### config.mk
export PLATFORM = sky130hd
export DESIGN_NAME = fpu_add_arbiter
export DESIGN_NICKNAME = d
export VERILOG_FILES = /design/src/rtl/fpu_add_arbiter.sv
export SDC_FILE = /design/constraint.sdc
export NUM_CORES = 1
export LEC_CHECK = 0
export CAP_MARGIN = 0
export CORE_AREA = 2 2 160 162
export DETAILED_ROUTE_END_ITERATION = 10
export DIE_AREA = 0 0 162 164
export DONT_BUFFER_PORTS = 1
export HOLD_SLACK_MARGIN = 0.15
export PLACE_DENSITY = 0.48
export SLEW_MARGIN = 0
export SYNTH_ARGS = -nofsm -noshare
export SYNTH_HDL_FRONTEND = slang
export SYNTH_SLANG_ARGS = --single-unit
### constraint.sdc
create_clock -name clk -period 8.8 [get_ports clk]
set_input_delay 0.44 -clock clk [delete_from_list [all_inputs] [get_ports clk]]
set_output_delay 0.44 -clock clk [all_outputs]
set_load 0.005 [all_outputs]
### src/rtl/fpu_add_arbiter.sv
// Round-robin arbiter sharing one builtin_fadd adder among NUM_REQ clients.
// One operation in flight; a watchdog aborts stuck operations and resets the adder.
module fpu_add_arbiter #(
  parameter int NUM_REQ    = 4,
  parameter int RST_CYCLES = 2,
  parameter int TIMEOUT    = 64
) (
  input  logic                   clk,
  input  logic                   rst,
  input  logic [NUM_REQ-1:0]     req_valid,
  input  logic [32*NUM_REQ-1:0]  req_a,
  input  logic [32*NUM_REQ-1:0]  req_b,
  output logic [NUM_REQ-1:0]     req_ready,
  output logic [NUM_REQ-1:0]     resp_valid,
  output logic [31:0]            resp_z,
  output logic                   resp_err,
  output logic                   busy,
  output logic                   fadd_rst,
  output logic [31:0]            fadd_input_a,
  output logic                   fadd_input_a_stb,
  input  logic                   fadd_input_a_ack,
  output logic [31:0]            fadd_input_b,
  output logic                   fadd_input_b_stb,
  input  logic                   fadd_input_b_ack,
  input  logic [31:0]            fadd_output_z,
  input  logic                   fadd_output_z_stb,
  output logic                   fadd_output_z_ack
);

  localparam int IDW = $clog2(NUM_REQ);
  localparam int WDW = $clog2(TIMEOUT + 1);
  localparam int RCW = $clog2(RST_CYCLES + 1);
  localparam logic [WDW-1:0] WD_LAST  = WDW'(TIMEOUT - 1);
  localparam logic [RCW-1:0] RC_LAST  = RCW'(RST_CYCLES - 1);
  localparam logic [IDW:0]   NREQ_EXT = (IDW+1)'(NUM_REQ);

  typedef enum logic [2:0] {
    S_RESET_FADD, S_IDLE, S_SEND_A, S_SEND_B, S_WAIT_Z, S_RESP
  } state_t;

  state_t           state_q;
  logic [RCW-1:0]   rst_cnt_q;
  logic [WDW-1:0]   wd_cnt_q;
  logic [IDW-1:0]   ptr_q;
  logic [IDW-1:0]   id_q;
  logic [31:0]      op_a_q;
  logic [31:0]      op_b_q;
  logic [31:0]      z_q;
  logic             err_q;

  logic [31:0]      a_slice [NUM_REQ];
  logic [31:0]      b_slice [NUM_REQ];
  logic             grant_found;
  logic [IDW-1:0]   grant_idx;
  logic [IDW:0]     scan_sum;
  logic             hs_done;
  logic             wd_expired;

  for (genvar i = 0; i < NUM_REQ; i++) begin : g_slice
    assign a_slice[i] = req_a[32*i +: 32];
    assign b_slice[i] = req_b[32*i +: 32];
  end

  // Scan ptr+1, ptr+2, ... so the last-served requester has lowest priority.
  always_comb begin
    grant_found = 1'b0;
    grant_idx   = '0;
    scan_sum    = '0;
    for (int k = 1; k <= NUM_REQ; k++) begin
      scan_sum = {1'b0, ptr_q} + (IDW+1)'(k);
      if (scan_sum >= NREQ_EXT) scan_sum = scan_sum - NREQ_EXT;
      if (!grant_found && req_valid[scan_sum[IDW-1:0]]) begin
        grant_found = 1'b1;
        grant_idx   = scan_sum[IDW-1:0];
      end
    end
  end

  always_comb begin
    hs_done = 1'b0;
    case (state_q)
      S_SEND_A: hs_done = fadd_input_a_ack;
      S_SEND_B: hs_done = fadd_input_b_ack;
      S_WAIT_Z: hs_done = fadd_output_z_stb;
      default:  hs_done = 1'b0;
    endcase
  end

  // A handshake completing on the last watchdog cycle takes precedence.
  assign wd_expired = (wd_cnt_q >= WD_LAST) && !hs_done;

  always_ff @(posedge clk or posedge rst) begin
    if (rst) begin
      state_q   <= S_RESET_FADD;
      rst_cnt_q <= '0;
      wd_cnt_q  <= '0;
      ptr_q     <= IDW'(NUM_REQ - 1);
      id_q      <= '0;
      op_a_q    <= '0;
      op_b_q    <= '0;
      z_q       <= '0;
      err_q     <= 1'b0;
    end else begin
      case (state_q)
        S_RESET_FADD: begin
          if (rst_cnt_q == RC_LAST) state_q <= S_IDLE;
          else rst_cnt_q <= rst_cnt_q + RCW'(1);
        end
        S_IDLE: begin
          if (grant_found) begin
            op_a_q   <= a_slice[grant_idx];
            op_b_q   <= b_slice[grant_idx];
            id_q     <= grant_idx;
            wd_cnt_q <= '0;
            state_q  <= S_SEND_A;
          end
        end
        S_SEND_A, S_SEND_B, S_WAIT_Z: begin
          wd_cnt_q <= wd_cnt_q + WDW'(1);
          if (hs_done) begin
            if (state_q == S_SEND_A) state_q <= S_SEND_B;
            else if (state_q == S_SEND_B) state_q <= S_WAIT_Z;
            else begin
              z_q     <= fadd_output_z;
              err_q   <= 1'b0;
              state_q <= S_RESP;
            end
          end else if (wd_expired) begin
            z_q     <= '0;
            err_q   <= 1'b1;
            state_q <= S_RESP;
          end
        end
        S_RESP: begin
          ptr_q <= id_q;
          if (err_q) begin
            rst_cnt_q <= '0;
            state_q   <= S_RESET_FADD;
          end else begin
            state_q <= S_IDLE;
          end
        end
        default: state_q <= S_RESET_FADD;
      endcase
    end
  end

  // Client side: req_ready[g] pulses in the IDLE cycle whose clock edge commits
  // requester g's operands; req_valid/req_a/req_b must stay stable up to that edge.
  assign req_ready  = (state_q == S_IDLE && grant_found) ? (NUM_REQ'(1) << grant_idx) : '0;
  assign resp_valid = (state_q == S_RESP) ? (NUM_REQ'(1) << id_q) : '0;
  assign resp_z     = (state_q == S_RESP) ? z_q : '0;
  assign resp_err   = (state_q == S_RESP) && err_q;
  assign busy       = (state_q != S_IDLE);
  assign fadd_rst   = (state_q == S_RESET_FADD);

  assign fadd_input_a      = (state_q == S_SEND_A) ? op_a_q : '0;
  assign fadd_input_a_stb  = (state_q == S_SEND_A);
  assign fadd_input_b      = (state_q == S_SEND_B) ? op_b_q : '0;
  assign fadd_input_b_stb  = (state_q == S_SEND_B);
  assign fadd_output_z_ack = (state_q == S_WAIT_Z) && fadd_output_z_stb;

endmodule

==> results.txt <==
----------------------------------------------------
[Floorplan]
  Chip Height ... 164 µm
  Starting Density ... 25.7%
  Core box area ... 24800 µm²
  Width of the chip ... between 150 and 200 µm
  Die area ... between 20000 and 30000 µm²
  Std cell rows ... 58
  I/O pin cnt ... 407

[Clock network]
  Post-CTS setup buffer count ... 0
  Bufs on Longest Clock Path ... 2
  Worst-Skew Late Latency ... around 0.42 ns
  Clock tree from TritonCTS ... yes
  Num CTS Buffers ... 17
  Clock transition at the registers of the reported paths ... around 0.06 ns
  Clk sinks ... between 100 and 150
  H-tree depth ... 4
  Clock root buffer ... sky130_fd_sc_hd__clkbuf_16

[Placement]
  Placement-stage worst setup slack ... 6.06 ns
  RD Place Congestion ... slightly below 0.9
  Number of placed instances, taps included ... 1022
  Number of I/O port buffers ... 0
  Post-DP HPWL ... 16100 µm
  Cell area reported after detailed placement ... 6630 µm²

[Synthesis]
  Post-synthesis xor/xnor area fraction ... less than 1%
  Total number of yosys warnings ... 0
  Syn Inst Count ... 747
  Adder-cell share of the synthesized area ... 0.393%
  Number of nets produced by synthesis ... ~1000
  Area fraction in compound gates after synthesis ... a little under a quarter
  Main combinational cell family by area after synthesis ... simple AND/OR/NAND/NOR gates
  Synth cell types ... 46
  Cell area after technology mapping ... 6370 µm²
  Flip-flop and latch count after synthesis ... roughly 110
  Share of synthesized registers carrying an async set or reset ... 100%
  Proportion of synthesized chip area in sequential cells ... 44.4%
  Post-Synthesis Mean Instance Area ... 8.53 µm²
  Main synth FF type ... sky130_fd_sc_hd__dfrtp_1
  Mux cell area share after synthesis ... 0.334%
  Post-synth EDFFs ... 0
  Fraction of the mapped netlist area in simple logic gates ... 26.0%

[Critical path]
  Cell with the largest stage delay on the worst path ... sky130_fd_sc_hd__and2b_1
  Required time at the endpoint of the critical path ... 8.36 ns
  Worst setup EP type ... output pin
  Worst Setup Start Kind ... flop
  Family of cells with the greatest summed delay on the critical path ... simple AND/OR/NAND/NOR gates
  Crit path cell chain ... and2b_1 -> and3_1
  Worst path arrival time ... between 2 and 2.5 ns
  Total buffers and inverters traversed by the critical path ... 0
  Crit. Startpoint ... state_q[1]$_DFFE_PP0P_
  Origin of the critical flop-to-flop path ... state_q[1]$_DFFE_PP0P_
  Worst-path maximum fanout ... 35
  Slowest stage delay, CP ... 0.93 ns
  Critical setup path kind ... reg2out

[Final layout]
  Commonest non-fill, non-tap cell in the layout ... sky130_fd_sc_hd__nand2_1
  Area growth from synthesis to final layout ... 17.6%
  Proportion of layout cells with a drive suffix above 1 ... 7.98%
  Layout Nets ... 1038
  Post-route core utilization ... 30.2%
  Area of all placed cells without fillers ... about 7500 µm²
  Number of cells in the finished layout apart from fillers ... 1084
  Leading cell types in the layout, fill and taps excluded ... sky130_fd_sc_hd__nand2_1, sky130_fd_sc_hd__dfrtp_1, sky130_fd_sc_hd__nor2_1

[Routing]
  Routed length on met3 ... 2280 µm
  Vias post-DR ... 5942
  Top Layer Used ... met4
  Total routed wirelength ... 23100 µm
  Post-Route M1 WL ... 9300 µm
  Number of DRC markers after the initial detailed-route iteration ... 771
  Post-DR vias/cell ... between 5 and 6
  Length of the first detailed-routing pass in iterations ... 10
  Average detailed-routed wire length per instance ... roughly 21 µm
  DRT antenna net count ... 0
  Final routed DRC violation total ... 15
  Met2 WL post-DR ... roughly 11000 µm

[STA]
  Max-slew violation total from the final report ... 0
  Slew margin rel. ... 26.0%
  Fin. Hold Viols ... 0
  Actual slew at the worst max-slew pin ... ~1.1 ns
  Shortest period the worst path allows ... 2.75 ns
  Fraction of the cycle the final worst path needs ... 31.3%
  Unrepaired setup endpoints after global routing ... no
  Post-Route Hold Slack ... 0.170 ns
  Clock Skews ... between 0.015 and 0.02 ns
  Final setup violating endpoints ... 0
  Highest clock frequency the design can meet ... 363 MHz
  Final sum of negative setup slack ... 0 ns
  Worst path setup slack after routing ... 6.05 ns

[Power and ir drop]
  Cell Pwr Density ... 348 nW/µm²
  Highest ir drop seen on vdd ... around 0.11 mV
  Total chip power ... about 2.6 mW
  Total leakage power ... about 3 nW

[Global route]
  Wire length of the first global-routing pass ... 34000 µm
  Initial antenna violation count ... 2
  Vias in the first global route ... 5619
  Total routing usage reported by global routing ... 16.9%
  Pin count of the biggest net entering global routing ... 83
  Aggregate global routing overflow ... 0

[Worst hold path]
  Class of the most critical hold timing path ... in2reg
  Origin of the worst min-delay path ... req_a[40]

[Outcome]
  Violated checks ... design-rule violations
  Result of the run ... complete, but fails checks

[Run]
  Number of max-cap violations ... 0

----------------------------------------------------
worst register-to-register path, delay by kind of cell (launching register included):
| family | cells | cell delay, ns |
|---|---|---|
| flops | 1 | 0.52 |
| buf+inv | 3 | 1.29 |
| simple gates | 2 | 0.48 |
| compound gates | 1 | 0.26 |
timing repair:
| action | CTS | global route |
|---|---|---|
| endpoints found under the hold margin | 72 | 0 |
| resized for setup | 0 | 0 |
| hold buffers | 28 | 0 |
final cells by class:
type	instances	area, µm²
antenna	2	5.00
clock buffer	19	443
clock inverter	13	136
fill	2680	17300
inverter	9	36.3
multi-input combinational	558	3260
sequential	113	2830
tap	330	413
timing repair buffer	40	370
path summary, 6_finish.rpt:
kind | endpoint | slack, ns | cells after the start
min in group asynchronous | op_b_q[12]$_DFFE_PP0P_ | 0.58 | 2
max in group asynchronous | z_q[27]$_DFFE_PP0P_ | 6.82 | 3
max reg2reg | op_b_q[27]$_DFFE_PP0P_ | 6.10 | 6
max | fadd_input_b[29] | 6.05 | 2
min reg2reg | z_q[24]$_DFFE_PP0P_ | 0.47 | 2
min | op_a_q[8]$_DFFE_PP0P_ | 0.17 | 2
sequential cells by signal, summed over array words and instances, names as in the netlist:
register   cells
op_a_q        32
op_b_q        32
z_q           32
wd_cnt_q       7
state_q        3
id_q           2
ptr_q          2
rst_cnt_q      2
err_q          1
layer usage:
layer / GRT usage (%) / up-vias
met2: 26.9 / 321
met4: 6.11 / 0
met3: 6.04 / 39
li1: - / 2723
met5: 0 / -
met1: 21.0 / 2859
cell usage after synthesis, drive strengths merged, types with 3 or more instances:
cell type | count | area share [%]
and2 | 65 | 6.4
and3 | 35 | 3.4
dfrtp | 111 | 44
o21ai | 46 | 3.6
a22o | 3 | 0.41
nand2 | 147 | 8.7
a211oi | 3 | 0.35
a222oi | 64 | 10
nor3 | 5 | 0.47
inv | 9 | 0.53
nor3b | 4 | 0.55
nor2 | 73 | 4.3
clkbuf | 38 | 2.3
nand2b | 5 | 0.49
buf | 29 | 2.4
a31oi | 67 | 6.6
a21oi | 12 | 0.94
power breakdown:
| part | total, mW | switching [mW] | internal [mW] |
|---|---|---|---|
| clock network | 0.698 | 0.273 | 0.425 |
| registers | 0.883 | 0.130 | 0.752 |
| logic | 1.02 | 0.655 | 0.369 |
| total | 2.60 | 1.06 | 1.55 |
kinds of logic (layout without fill, tap and decap cells):
group | count (synthesis) | after routing
and+or+nand+nor | 347 | 347
xor gates and xnor gates | 2 | 2
buffers and inverters | 76 | 81
AOI/OAI and AO/OA | 205 | 205
other | 0 | 2
adders and majority gates | 2 | 2
muxes | 2 | 2
DFF | 113 | 113
Power figures use the tool's default switching activity.
